==> src/rtl/phys_reg_reclaim_queue.sv <==
// Reclaim queue between retire and the physical register free list.
// Build option: define RECLAIM_BYPASS_EN to forward a tag retired into an
// empty, unstalled queue straight to the free list in the same cycle.
//
// Ports:
//   CLK, RST                   clock, synchronous active-high reset
//   retire_valid               committing instr frees its old dest mapping
//   retire_arch_reg_tag        arch dest of the committing instr
//   retire_phys_reg_tag        previous (now dead) physical mapping
//   retire_ready               registered; a retire is accepted this cycle
//   drain_stall                holds the head, no pop this cycle
//   enqueue_valid              free list enqueue strobe (always accepted)
//   enqueue_phys_reg_tag       tag presented to the free list
//   count                      registered occupancy
//   overflow_error             sticky; retire seen while not ready

package phys_reg_reclaim_pkg;
    parameter int ARCH_TAG_W = 5;
    parameter int PHYS_TAG_W = 7;
    typedef logic [ARCH_TAG_W-1:0] arch_reg_tag_t;
    typedef logic [PHYS_TAG_W-1:0] phys_reg_tag_t;
endpackage

module phys_reg_reclaim_queue
    import phys_reg_reclaim_pkg::*;
#(
    parameter int DEPTH     = 8,
    parameter int LOG_DEPTH = $clog2(DEPTH)
) (
    input  logic                 CLK,
    input  logic                 RST,
    input  logic                 retire_valid,
    input  arch_reg_tag_t        retire_arch_reg_tag,
    input  phys_reg_tag_t        retire_phys_reg_tag,
    output logic                 retire_ready,
    input  logic                 drain_stall,
    output logic                 enqueue_valid,
    output phys_reg_tag_t        enqueue_phys_reg_tag,
    output logic [LOG_DEPTH:0]   count,
    output logic                 overflow_error
);

    // Pointers carry one extra wrap bit to tell full from empty.
    logic [LOG_DEPTH:0] head_q, head_d;
    logic [LOG_DEPTH:0] tail_q, tail_d;
    logic [LOG_DEPTH:0] count_q, count_d;
    logic               ready_q, ready_d;
    logic               ovf_q, ovf_d;
    phys_reg_tag_t      mem_q [DEPTH];

    logic empty;
    logic next_full;
    logic accept;
    logic bypass;
    logic push;
    logic pop;

    assign empty  = (head_q == tail_q);
    // Retires of arch reg 0 never held a real mapping; drop them.
    assign accept = retire_valid & ready_q &
                    (retire_arch_reg_tag != '0);

`ifdef RECLAIM_BYPASS_EN
    assign bypass = accept & empty & ~drain_stall;
`else
    assign bypass = 1'b0;
`endif

    assign push = accept & ~bypass;
    // The free list never backpressures, so presenting a tag is a pop.
    assign pop  = ~empty & ~drain_stall;

    assign tail_d  = tail_q + (LOG_DEPTH+1)'(push);
    assign head_d  = head_q + (LOG_DEPTH+1)'(pop);
    assign count_d = tail_d - head_d;

    assign next_full =
        (tail_d[LOG_DEPTH-1:0] == head_d[LOG_DEPTH-1:0]) &
        (tail_d[LOG_DEPTH] != head_d[LOG_DEPTH]);

    // Ready is the registered complement of fullness, so a pop on a
    // full queue only reopens the input on the following cycle.
    assign ready_d = ~next_full;
    assign ovf_d   = ovf_q | (retire_valid & ~ready_q);

    always_ff @(posedge CLK) begin
        if (RST) begin
            head_q  <= '0;
            tail_q  <= '0;
            count_q <= '0;
            ready_q <= 1'b1;
            ovf_q   <= 1'b0;
        end else begin
            head_q  <= head_d;
            tail_q  <= tail_d;
            count_q <= count_d;
            ready_q <= ready_d;
            ovf_q   <= ovf_d;
        end
    end

    // Storage needs no reset; validity is tracked by the pointers.
    always_ff @(posedge CLK) begin
        if (push) begin
            mem_q[tail_q[LOG_DEPTH-1:0]] <= retire_phys_reg_tag;
        end
    end

    assign enqueue_valid        = ~RST & (pop | bypass);
    assign enqueue_phys_reg_tag = bypass ? retire_phys_reg_tag
                                         : mem_q[head_q[LOG_DEPTH-1:0]];

    assign retire_ready   = ready_q;
    assign count          = count_q;
    assign overflow_error = ovf_q;

endmodule

==> config.mk <==
export PLATFORM = sky130hd
export DESIGN_NAME = phys_reg_reclaim_queue
export DESIGN_NICKNAME = d
export VERILOG_FILES = /design/src/rtl/phys_reg_reclaim_queue.sv
export SDC_FILE = /design/constraint.sdc
export NUM_CORES = 1
export LEC_CHECK = 0
export BUFFER_PORTS_ARGS = -buffer_cell sky130_fd_sc_hd__buf_4
export CAP_MARGIN = 20
export CELL_PAD_IN_SITES_DETAIL_PLACEMENT = 1
export CELL_PAD_IN_SITES_GLOBAL_PLACEMENT = 1
export CORE_ASPECT_RATIO = 0.8
export CORE_MARGIN = 4
export CORE_UTILIZATION = 30
export DETAILED_ROUTE_END_ITERATION = 6
export GPL_ROUTABILITY_DRIVEN = 1
export PLACE_DENSITY = 0.52
export SLEW_MARGIN = 15
export SYNTH_ARGS = -nofsm -noshare
export SYNTH_HDL_FRONTEND = slang
export SYNTH_SLANG_ARGS = --single-unit
==> constraint.sdc <==
create_clock -name CLK -period 2.6 [get_ports CLK]
set_clock_uncertainty 0.2 [all_clocks]
set_input_delay 0.39 -clock CLK [delete_from_list [all_inputs] [get_ports CLK]]
set_output_delay 0.39 -clock CLK [all_outputs]
set_load 0.1 [all_outputs]
== Yosys cells after proc, flatten, opt, wreduce, memory -nomap -nowiden ==
Memories as Yosys holds them, arrays and structs flattened. A register that Yosys moved wholly into a read port is not among the register bits.
Cells that the tools add are included.

* $add $sub $neg: 3
* Equal/unequal tests: 3
* Muxes and demuxes: 3
* Bitwise operators: 12
* Reduce and logical (&&, ||, !) cells: 1

{| class="wikitable"
|+ Operator list
! cell !! count
|-
| $add 4x1->4 || 2
|-
| $and 1x1->1 || 6
|-
| $not 1->1 || 5
|-
| $reduce_bool 5->1 || 1
|-
| $eq 4x4->1 || 1
|-
| $sub 4x4->4 || 1
|-
| $eq 3x3->1 || 1
|-
| $mux 3 || 1
|-
| $mux 1 || 2
|-
| $ne 1x1->1 || 1
|-
| $or 1x1->1 || 1
|}

* Flip-flop bits (word level): 14
* Bits in writable memories: 56
* Output and inout bits: 14
* Word-level logic and storage cells: 28
* Memories kept: 1

{| class="wikitable"
|+ Memories
! memory !! depth !! width !! read ports !! clocked after Yosys merged registers in !! write ports !! RTL line !! RTL
|-
| mem_q || 8 || 7 || 1 || 1 || 1 || 49 || <nowiki>phys_reg_tag_t mem_q [DEPTH];</nowiki>
|}

== Depth between registers and ports, before layout ==
Gate-level depths: netlist (run 1).

* Word-level depth: 7
* Gate-level depth with buffers: 12
* Gate-level depth less buffers: 11

== Least setup slack after synthesis (run 1) ==
Ideal clock, no wire load.

* Kind: reg2out
* From: reg head_q[0]
* To: out enqueue_valid
* Data arrival time: 2.289 ns
* Setup slack: -0.279 ns
* Stages on the path, launching flop included: 6
* Path buffers: 2
* Cells stage by stage: dfxtp_1 buf_6 buf_12 xnor2_1 a41oi_1 nor2b_1

* Longest elaborated chain between the ends: 4

{| class="wikitable"
|+ Ends and longest elaborated chain
! element !! RTL line !! RTL
|-
| from (decl) || 44 || <nowiki>logic [LOG_DEPTH:0] head_q, head_d;</nowiki>
|-
| from (signal assigned) || 88 || <nowiki>head_q <= '0;</nowiki>
|-
| from (signal assigned) || 94 || <nowiki>head_q <= head_d;</nowiki>
|-
| $eq 4x4->1 || 58 || <nowiki>assign empty = (head_q == tail_q);</nowiki>
|-
| $not 1->1 || 71 || <nowiki>assign pop = ~empty & ~drain_stall;</nowiki>
|-
| $and 1x1->1 || 71 ||
|-
| $and 1x1->1 || 109 || <nowiki>assign enqueue_valid = ~RST & (pop | bypass);</nowiki>
|-
| to (decl) || 37 || <nowiki>output logic enqueue_valid,</nowiki>
|}

No other way between the ends.

==> impl_metrics.csv, run 1 <==
group,metric,value,unit
run,cap_violations,0,
yosys,syn_nets,187,
critical_path,critical_path_class,"flip-flop to output port",
placed_design,portBuffers,29,
placed_design,place_ws,-0.209,ns
sta,hold_violations,0,
yosys,synth_seq_area_share,67.1,%
yosys,avgSynthCellArea,17.7,sq um
grt,grt_start_max_net_pins,17,
sta,max_freq,398,MHz
yosys,synth_cells,165,
clocking,clk_path_buf_depth,2,
layout,insertedDiodeCount,0,
drt,ant_nets,0,
sta,setup_viol,0,
sta,worstMarginPinSlew,0.931,ns
drt,wl,6020,microns
min_path,hp-class,"primary input to flip-flop",
yosys,syn_area,2920,sq um
grt,grt_pass1_wl,9430,microns
sta,drv_slew,0,
placed_design,gp_congestion,0.750,
clocking,clk_latency,0.33,ns
floorplanning,rows,31,
placed_design,post-place-cells,317,
clocking,holdBufCountCts,0,
layout,syn2layout_area_growth,26.7,%
sta,relSlewSlack,37.7,%
floorplanning,coreArea,9270,sq um
grt,grt_overflow_total,0,
layout,drive_gt1_share,37.2,%
clocking,cts_buffers,9,
yosys,post_synth_mux_area_share,15.1,%
yosys,synth_xor_area_share,4.79,%
layout,layout_commonest_cell,"edfxtp_1",
clocking,cts.clk_slew.worst_paths,0.06,ns
clocking,cts_tree,"done",
clocking,htree_num_levels,3,
drt,drtIter0Drc,87,
drt,drc_errors,0,
yosys,synth_top_family_by_area,"multiplexers",
critical_path,cp.required,2.01,ns
placed_design,hpwlAfterDp,4130,microns
yosys,ys_warn_count,0,
sta,rsz0062_at_grt,"false",
floorplanning,ios,30,
yosys,synth_ff_type,"edfxtp_1",
drt,routed_via_density,4.61,
yosys,yosys.area_share.simple,6.33,%
power,powerDensity,908,nW/um^2
critical_path,endpoint_kind,"output port",
critical_path,cp.arrival,1.93,ns
sta,finalCritPeriodShare,96.8,%
clocking,post_cts_resized,7,
sta,fin_ws,0.0843,ns
yosys,synth-seq-cells,70,
sta,min_period,2.52,ns
clocking,post-cts-setup-buffers,0,
power,vdd.ir_drop.worst,0.283,mV
layout,final_cell_mix,"56 x edfxtp_1, 39 x buf_4, 15 x nor2_1",
floorplanning,design.die.area,11400,sq um
status,status,"complete, no violations",
drt,avgRoutedWirePerCell,18.1,microns
critical_path,start_kind,"flip-flop",
clocking,root_buffer,"clkbuf_16",
floorplanning,initial_utilization,31.5,%
clocking,clock_sinks,70,
grt,grt_pass1_vias,1670,
power,p_leak,0.00133,uW
grt,grt_use_total,11.5,%
yosys,async_flop_share,0,%
yosys,yosys.area_share.adder,2.57,%
yosys,synth_edf_count,56,
drt,first_pass_iters,3,
yosys,synth_compound_area_share,1.16,%
floorplanning,fp.dieW,118,microns
drt,vias,1535,
grt,antenna_found_initial,0,
floorplanning,fp.dieH,96.3,microns
yosys,synth.distinct_cells,30,
layout,final_net_count,235,
critical_path,cp_max_fo,15,
layout,finalNonFillerCells,333,
==> layout make-up <==
cell class | count | area (sq um)
multi-input cells | 83 | 915
well taps | 115 | 144
repair buffers | 45 | 369
inverters | 4 | 15.0
clock buffers | 9 | 225
fillers | 921 | 5570
clock inverters | 7 | 72.6
flip-flops and latches | 70 | 1960
==> per-layer routing <==
metal  track usage, %  up-vias  routed length (microns)
met5                0        -                        0
met4             3.76        0                       68
met3             4.29        7                      237
met2             18.7       30                     2870
met1             14.5      762                     2840
li1                 -      736                        -
==> kinds of logic (layout without fill, tap and decap cells) <==
group | after synthesis | after routing
xor gates and xnor gates | 13 | 13
buffers and inverters | 12 | 65
muxes | 21 | 21
and+or+nand+nor | 38 | 38
adders and majority gates | 6 | 6
AOI/OAI and AO/OA | 5 | 5
DFF | 70 | 70
==> final timing paths <==
kind	slack (ns)	endpoint	from	depth (start not counted)
setup reg to reg	0.24	count[3]	tail_q[2]	9
hold / removal	0.1	mem_q[7][5]	retire_phys_reg_tag[5]	1
hold reg to reg	0.30	overflow_error	overflow_error	2
setup / recovery	0.08	enqueue_phys_reg_tag[0]	head_q[0]	4
==> flip-flops by register name (all words and copies together), names as in the netlist <==
register,count
retire_ready,1
tail_q,4
count,4
mem_q,56
head_q,4
overflow_error,1
==> cells in the mapped netlist (2+ instances only) <==
library cell	number	area share [%]
xor2_1	4	1.2
nor2b_1	7	1.5
mux4_1	13	12
dfxtp_1	14	9.6
buf_6	3	1.2
edfxtp_1	56	58
nor4_1	2	0.43
nand3_1	3	0.51
nor3_1	2	0.34
nand2_1	4	0.51
nor2_1	16	2.1
clkbuf_1	3	0.39
mux2_2	7	2.7
ha_1	6	2.6
xnor2_1	7	2.1
inv_1	4	0.51
==> metrics by stage <==
| stage | util [%] | setup TNS [ns] | hold slack [ns] | power (uW) | cell area [sq um] |
|---|---|---|---|---|---|
| global route | 40.0 | 0 | 0.0928 | 3510 | 3700 |
| CTS | 39.8 | 0 | 0.0829 | 3400 | 3690 |
| floorplan | - | 0 | 0.262 | 1990 | 2950 |
| detailed placement | 36.3 | -0.614 | 0.271 | 2160 | 3360 |
| global placement | 36.3 | -0.515 | 0.267 | 2160 | 3360 |
| finish | 40.0 | 0 | 0.0952 | 3370 | 3700 |
==> power by group <==
part,switching [uW],leakage [uW],total (uW),internal (uW)
combinational,580,0.000564,888,308
clock,453,0.000142,1200,743
sequential,18.4,0.000623,1280,1260
total,1050,0.00133,3370,2310
==> critical path, stage by stage, from the launching register on <==
cell	delay (ns)
dfxtp_2	0.36
buf_12	0.17
mux4_1	0.55
mux2_2	0.27
buf_4	0.23
(Power assumes the default switching activity.)
==> inputs of run 2 (changes only) <==
Settings changed: PLACE_DENSITY 0.52 to 0.5.
Clock period 2.6 ns to 2.4 ns, I/O delays scaled along.
==> run 2 against run 1 <==
Against the previous run:
- the run now ends with negative setup slack left
- critical endpoint unchanged
- non-clock buffer count increased by 1
- first-iteration DRC count rose by 9.2%
- highest routed layer unchanged
- register-to-register slack got worse by 0.13 ns
- sequential share of layout area is 1.2 points lower
- utilization rose by 1.1 points
- critical path depth stayed put
- sequential cell count did not move
- design area is 2.7% higher
- setup slack got worse by 0.088 ns
- wire length up 3.8%
- final cell count rose by 0.30%
- die area unchanged
==> impl_metrics.csv, run 2 (synthesis gave the netlist of run 1 again) <==
group,metric,value,unit
status,status,"complete, but fails checks",
status,violations,"negative setup slack",
drt,first_pass_iters,4,
layout,insertedDiodeCount,0,
clocking,clk_latency,0.33,ns
clocking,post-cts-setup-buffers,0,
sta,max_freq,416,MHz
layout,layout_commonest_cell,"edfxtp_1",
critical_path,cpMaxStageDelayCell,"mux4_2",
drt,routed_via_density,4.68,
sta,hold-worst-slack,0.0666,ns
critical_path,rr_startpoint,"head_q[0]",
sta,drv_slew,0,
critical_path,cp.arrival,1.84,ns
grt,antenna_found_initial,0,
drt,drtIter0Drc,95,
clocking,cts_buffers,9,
clocking,clk_path_buf_depth,2,
sta,setup_viol,2,
placed_design,gp_congestion,0.765,
layout,nFillCells,909,
critical_path,startpoint,"head_q[0]",
sta,rsz0062_at_grt,"true",
drt,vias,1564,
power,p_leak,0.00134,uW
sta,fin_ws,-0.00417,ns
placed_design,portBuffers,29,
layout,drive_gt1_share,47.5,%
drt,wl,6250,microns
grt,grt_overflow_total,0,
grt,grt_pass1_vias,1712,
critical_path,cp.required,1.84,ns
layout,largest_register_ffs,56,
power,vdd.ir_drop.worst,0.361,mV
sta,hold_violations,0,
floorplanning,initial_utilization,31.5,%
layout,final_net_count,236,
layout,final_cell_mix,"56 x edfxtp_1, 37 x buf_4, 14 x nor2_1, 14 x mux4_2, 10 x dfxtp_1",
clocking,clock_sinks,70,
clocking,post_cts_resized,46,
clocking,cts_tree,"done",
critical_path,cpPeakStageDelay,0.50,ns
floorplanning,fp.dieH,96.3,microns
sta,relSlewSlack,43.4,%
layout,multi_input_area,955,sq um
power,power,3700,uW
drt,avgRoutedWirePerCell,18.7,microns
sta,worstMarginPinSlew,0.846,ns
grt,grt_pass1_wl,9920,microns
sta,finalCritPeriodShare,100,%
grt,grt_use_total,12.0,%
critical_path,crit_chain,"buf_8 -> mux4_2 -> mux2_4 -> buf_12",
run,cap_violations,0,
floorplanning,design.die.area,11400,sq um
min_path,hp-class,"primary input to flip-flop",
critical_path,cp_max_fo,7,
critical_path,r2r-end,"count[3]",
grt,grt_start_max_net_pins,17,
floorplanning,fp.dieW,118,microns
critical_path,start_kind,"flip-flop",
clocking,root_buffer,"clkbuf_16",
critical_path,endpoint_kind,"output port",
critical_path,critical_path_class,"flip-flop to output port",
critical_path,ff2ff_setup_slack,0.11,ns
clocking,holdBufCountCts,0,
drt,drc_errors,0,
floorplanning,rows,31,
layout,utilization,41.0,%
critical_path,r2r_cells,9,
sta,min_period,2.40,ns
floorplanning,ios,30,
layout,seqCellArea,1970,sq um
drt,ant_nets,0,
clocking,htree_num_levels,3,
placed_design,hpwlAfterDp,4370,microns
clocking,cts.clk_slew.worst_paths,0.05,ns
layout,syn2layout_area_growth,30.1,%
floorplanning,coreArea,9270,sq um
power,powerDensity,972,nW/um^2
critical_path,setup.worst_path.end,"enqueue_phys_reg_tag[0]",
-- run 2: changes by cell type in the layout (fill, tap and decap cells not counted), sizes merged --
| cell | delta |
|---|---|
| clkbuf | +1 |
| buf | +1 |
| clkinv | +1 |
| inv | -1 |
| bufinv | -1 |
-- run 2: worst min path at each step --
stage | from | endpoint | cells after the start | slack [ns]
after floorplan | RST | count[1] | 1 | 0.23
after global placement | overflow_error | overflow_error | 2 | 0.27
after detailed placement | overflow_error | overflow_error | 2 | 0.28
after CTS | retire_phys_reg_tag[5] | mem_q[5][5] | 1 | 0.05
after global routing | retire_phys_reg_tag[5] | mem_q[5][5] | 1 | 0.06
final | retire_phys_reg_tag[5] | mem_q[2][5] | 1 | 0.07
-- run 2: critical path, delay by kind of cell (launching register included) --
kind | cells | cell delay, ns
multiplexers | 2 | 0.80
flip-flops | 1 | 0.39
buffers and inverters | 2 | 0.32
-- run 2: through the flow --
stage	instance area, sq um	setup slack (ns)	std cells	setup TNS [ns]
finish	3800	-0.00417	334	-0.00662
global route	3800	-0.0621	334	-0.355
CTS	3770	-0.0435	334	-0.167
detailed placement	3390	-0.317	318	-1.02
global placement	3390	-0.265	318	-0.873
floorplan	2970	-0.0982	165	-0.138
-- run 2: where the power goes --
part / switching [uW] / internal (uW) / total (uW)
clock network: 473 / 694 / 1170
logic: 665 / 467 / 1130
registers: 28.1 / 1370 / 1400
-- run 2: per-layer routing --
| metal | global-route usage (%) | part of all wire (%) | vias up |
|---|---|---|---|
| met5 | 0 | 0 | - |
| met3 | 4.00 | 3.5 | 8 |
| li1 | - | - | 725 |
| met1 | 15.2 | 47 | 800 |
| met2 | 19.5 | 48 | 31 |
| met4 | 4.63 | 0.98 | 0 |
-- run 2: layout make-up --
type                    count  area share (%)
flip-flops and latches     70            51.8
multi-input cells          83            25.1
repair buffers             46            11.9
clock buffers              10            6.02
well taps                 115            3.78
clock inverters             6            1.02
inverters                   4           0.395
==> inputs of run 3 (changes only) <==
Settings changed: CELL_PAD_IN_SITES_DETAIL_PLACEMENT 1 to default, CELL_PAD_IN_SITES_GLOBAL_PLACEMENT 1 to default, PLACE_DENSITY 0.5 to 0.44.
==> run 3 against run 2 <==
Against the previous run:
- the flow now finishes without violations
- non-clock buffer count rose by 4
- setup slack better by 0.012 ns
- first-iteration DRC count down 47%
==> impl_metrics.csv, run 3 (synthesis gave the netlist of run 1 again) <==
group,metric,value,unit
layout,insertedDiodeCount,0,
drt,drtIter0Drc,50,
grt,grt_use_total,11.9,%
layout,multi_input_area,930,sq um
grt,grt_pass1_wl,9870,microns
floorplanning,rows,31,
layout,final_cell_mix,"56 x edfxtp_1, 40 x buf_4, 14 x nor2_1, 14 x mux4_2, 12 x dfxtp_1",
layout,nFillCells,858,
floorplanning,initial_utilization,31.5,%
sta,rsz0062_at_grt,"true",
clocking,cts.clk_slew.worst_paths,0.05,ns
min_path,worst_hold_startpoint,"retire_phys_reg_tag[4]",
drt,drc_errors,0,
clocking,clk_latency,0.32,ns
drt,avgRoutedWirePerCell,18.4,microns
critical_path,cp.required,1.84,ns
placed_design,gp_congestion,0.756,
sta,finalCritPeriodShare,99.7,%
floorplanning,ios,30,
power,powerDensity,993,nW/um^2
grt,grt_start_max_net_pins,17,
layout,seqCellArea,1970,sq um
layout,syn2layout_area_growth,30.9,%
floorplanning,fp.dieW,118,microns
drt,routed_via_density,4.68,
grt,grt_overflow_total,0,
critical_path,rr_startpoint,"head_q[0]",
power,p_leak,0.00136,uW
layout,largest_register_ffs,56,
power,vdd.ir_drop.worst,0.330,mV
clocking,cts_buffers,9,
critical_path,ff2ff_setup_slack,0.09,ns
critical_path,endpoint_kind,"output port",
sta,fin_ws,0.00761,ns
clocking,clock_sinks,70,
grt,antenna_found_initial,0,
layout,layout_commonest_cell,"edfxtp_1",
sta,worstMarginPinSlew,0.838,ns
sta,tns,0,ns
sta,max_freq,418,MHz
clocking,cts_tree,"done",
min_path,hp-class,"primary input to flip-flop",
grt,grt_pass1_vias,1754,
drt,vias,1582,
critical_path,cp_max_fo,6,
floorplanning,design.die.area,11400,sq um
layout,fin_area,3830,sq um
critical_path,start_kind,"flip-flop",
sta,hold_violations,0,
clocking,htree_num_levels,3,
placed_design,place_ws,-0.305,ns
drt,wl,6220,microns
sta,drv_slew,0,
placed_design,portBuffers,29,
floorplanning,coreArea,9270,sq um
clocking,root_buffer,"clkbuf_16",
placed_design,dpl_cell_area,3400,sq um
critical_path,startpoint,"head_q[0]",
sta,hold-worst-slack,0.0721,ns
clocking,holdBufCountCts,0,
run,cap_violations,0,
sta,min_period,2.39,ns
status,status,"complete, no violations",
drt,first_pass_iters,6,
critical_path,critical_path_class,"flip-flop to output port",
drt,ant_nets,0,
layout,drive_gt1_share,46.6,%
layout,final_net_count,240,
placed_design,hpwlAfterDp,4040,microns
critical_path,cp.arrival,1.83,ns
sta,relSlewSlack,43.9,%
clocking,clk_path_buf_depth,2,
floorplanning,fp.dieH,96.3,microns
sta,setup_viol,0,
run 3: changes by cell type in the layout (fill, tap and decap cells not counted), sizes merged:
cell,delta
clkinvlp,-1
clkinv,+1
buf,+4
clkbuf,-1
bufinv,+1
run 3: area by class of cell:
class | count | area share [%]
sequential | 70 | 51.4
clock inverter | 7 | 1.70
clock buffer | 9 | 5.88
inverter | 4 | 0.392
timing repair buffer | 50 | 12.6
tap | 115 | 3.76
multi-input combinational | 83 | 24.3
run 3: metrics by stage:
| stage | total power [uW] | cells | util (%) |
|---|---|---|---|
| 3_3_place_gp | 2380 | 320 | 36.7 |
| 2_1_floorplan | 2160 | 165 | - |
| 3_5_place_dp | 2380 | 320 | 36.7 |
| 4_1_cts | 3840 | 338 | 41.0 |
| 6_report | 3800 | 338 | 41.3 |
| 5_1_grt | 3960 | 338 | 41.3 |
run 3: worst paths after layout:
| check | endpoint | cells past startpoint |
|---|---|---|
| setup / recovery | enqueue_phys_reg_tag[0] | 4 |
| hold / removal | mem_q[2][4] | 1 |
| setup reg to reg | count[2] | 10 |
| hold reg to reg | overflow_error | 2 |
run 3: routing by layer:
layer,up-vias,part of all wire (%),global-route usage [%]
met5,-,0,0
met4,0,0.92,3.18
met3,7,3.0,3.94
met2,38,47,18.6
met1,800,49,16.0
li1,737,-,-
run 3: where the power goes:
part,switching [uW],internal [uW]
Clock,470,795
Sequential,26.9,1370
Combinational,669,469
Total,1170,2630
run 3: critical path, stage by stage, from the launching register on:
cell,delay (ns)
dfxtp_4,0.39
buf_8,0.15
mux4_2,0.49
mux2_4,0.31
buf_12,0.17
run 3: repair_timing:
item / 4_1_cts / 5_1_grt
gates cloned: 1 / 0
gates resized for setup: 49 / 7
endpoints found under the setup margin: 7 / 9
setup buffers: 1 / 0
pin swaps: 0 / 0
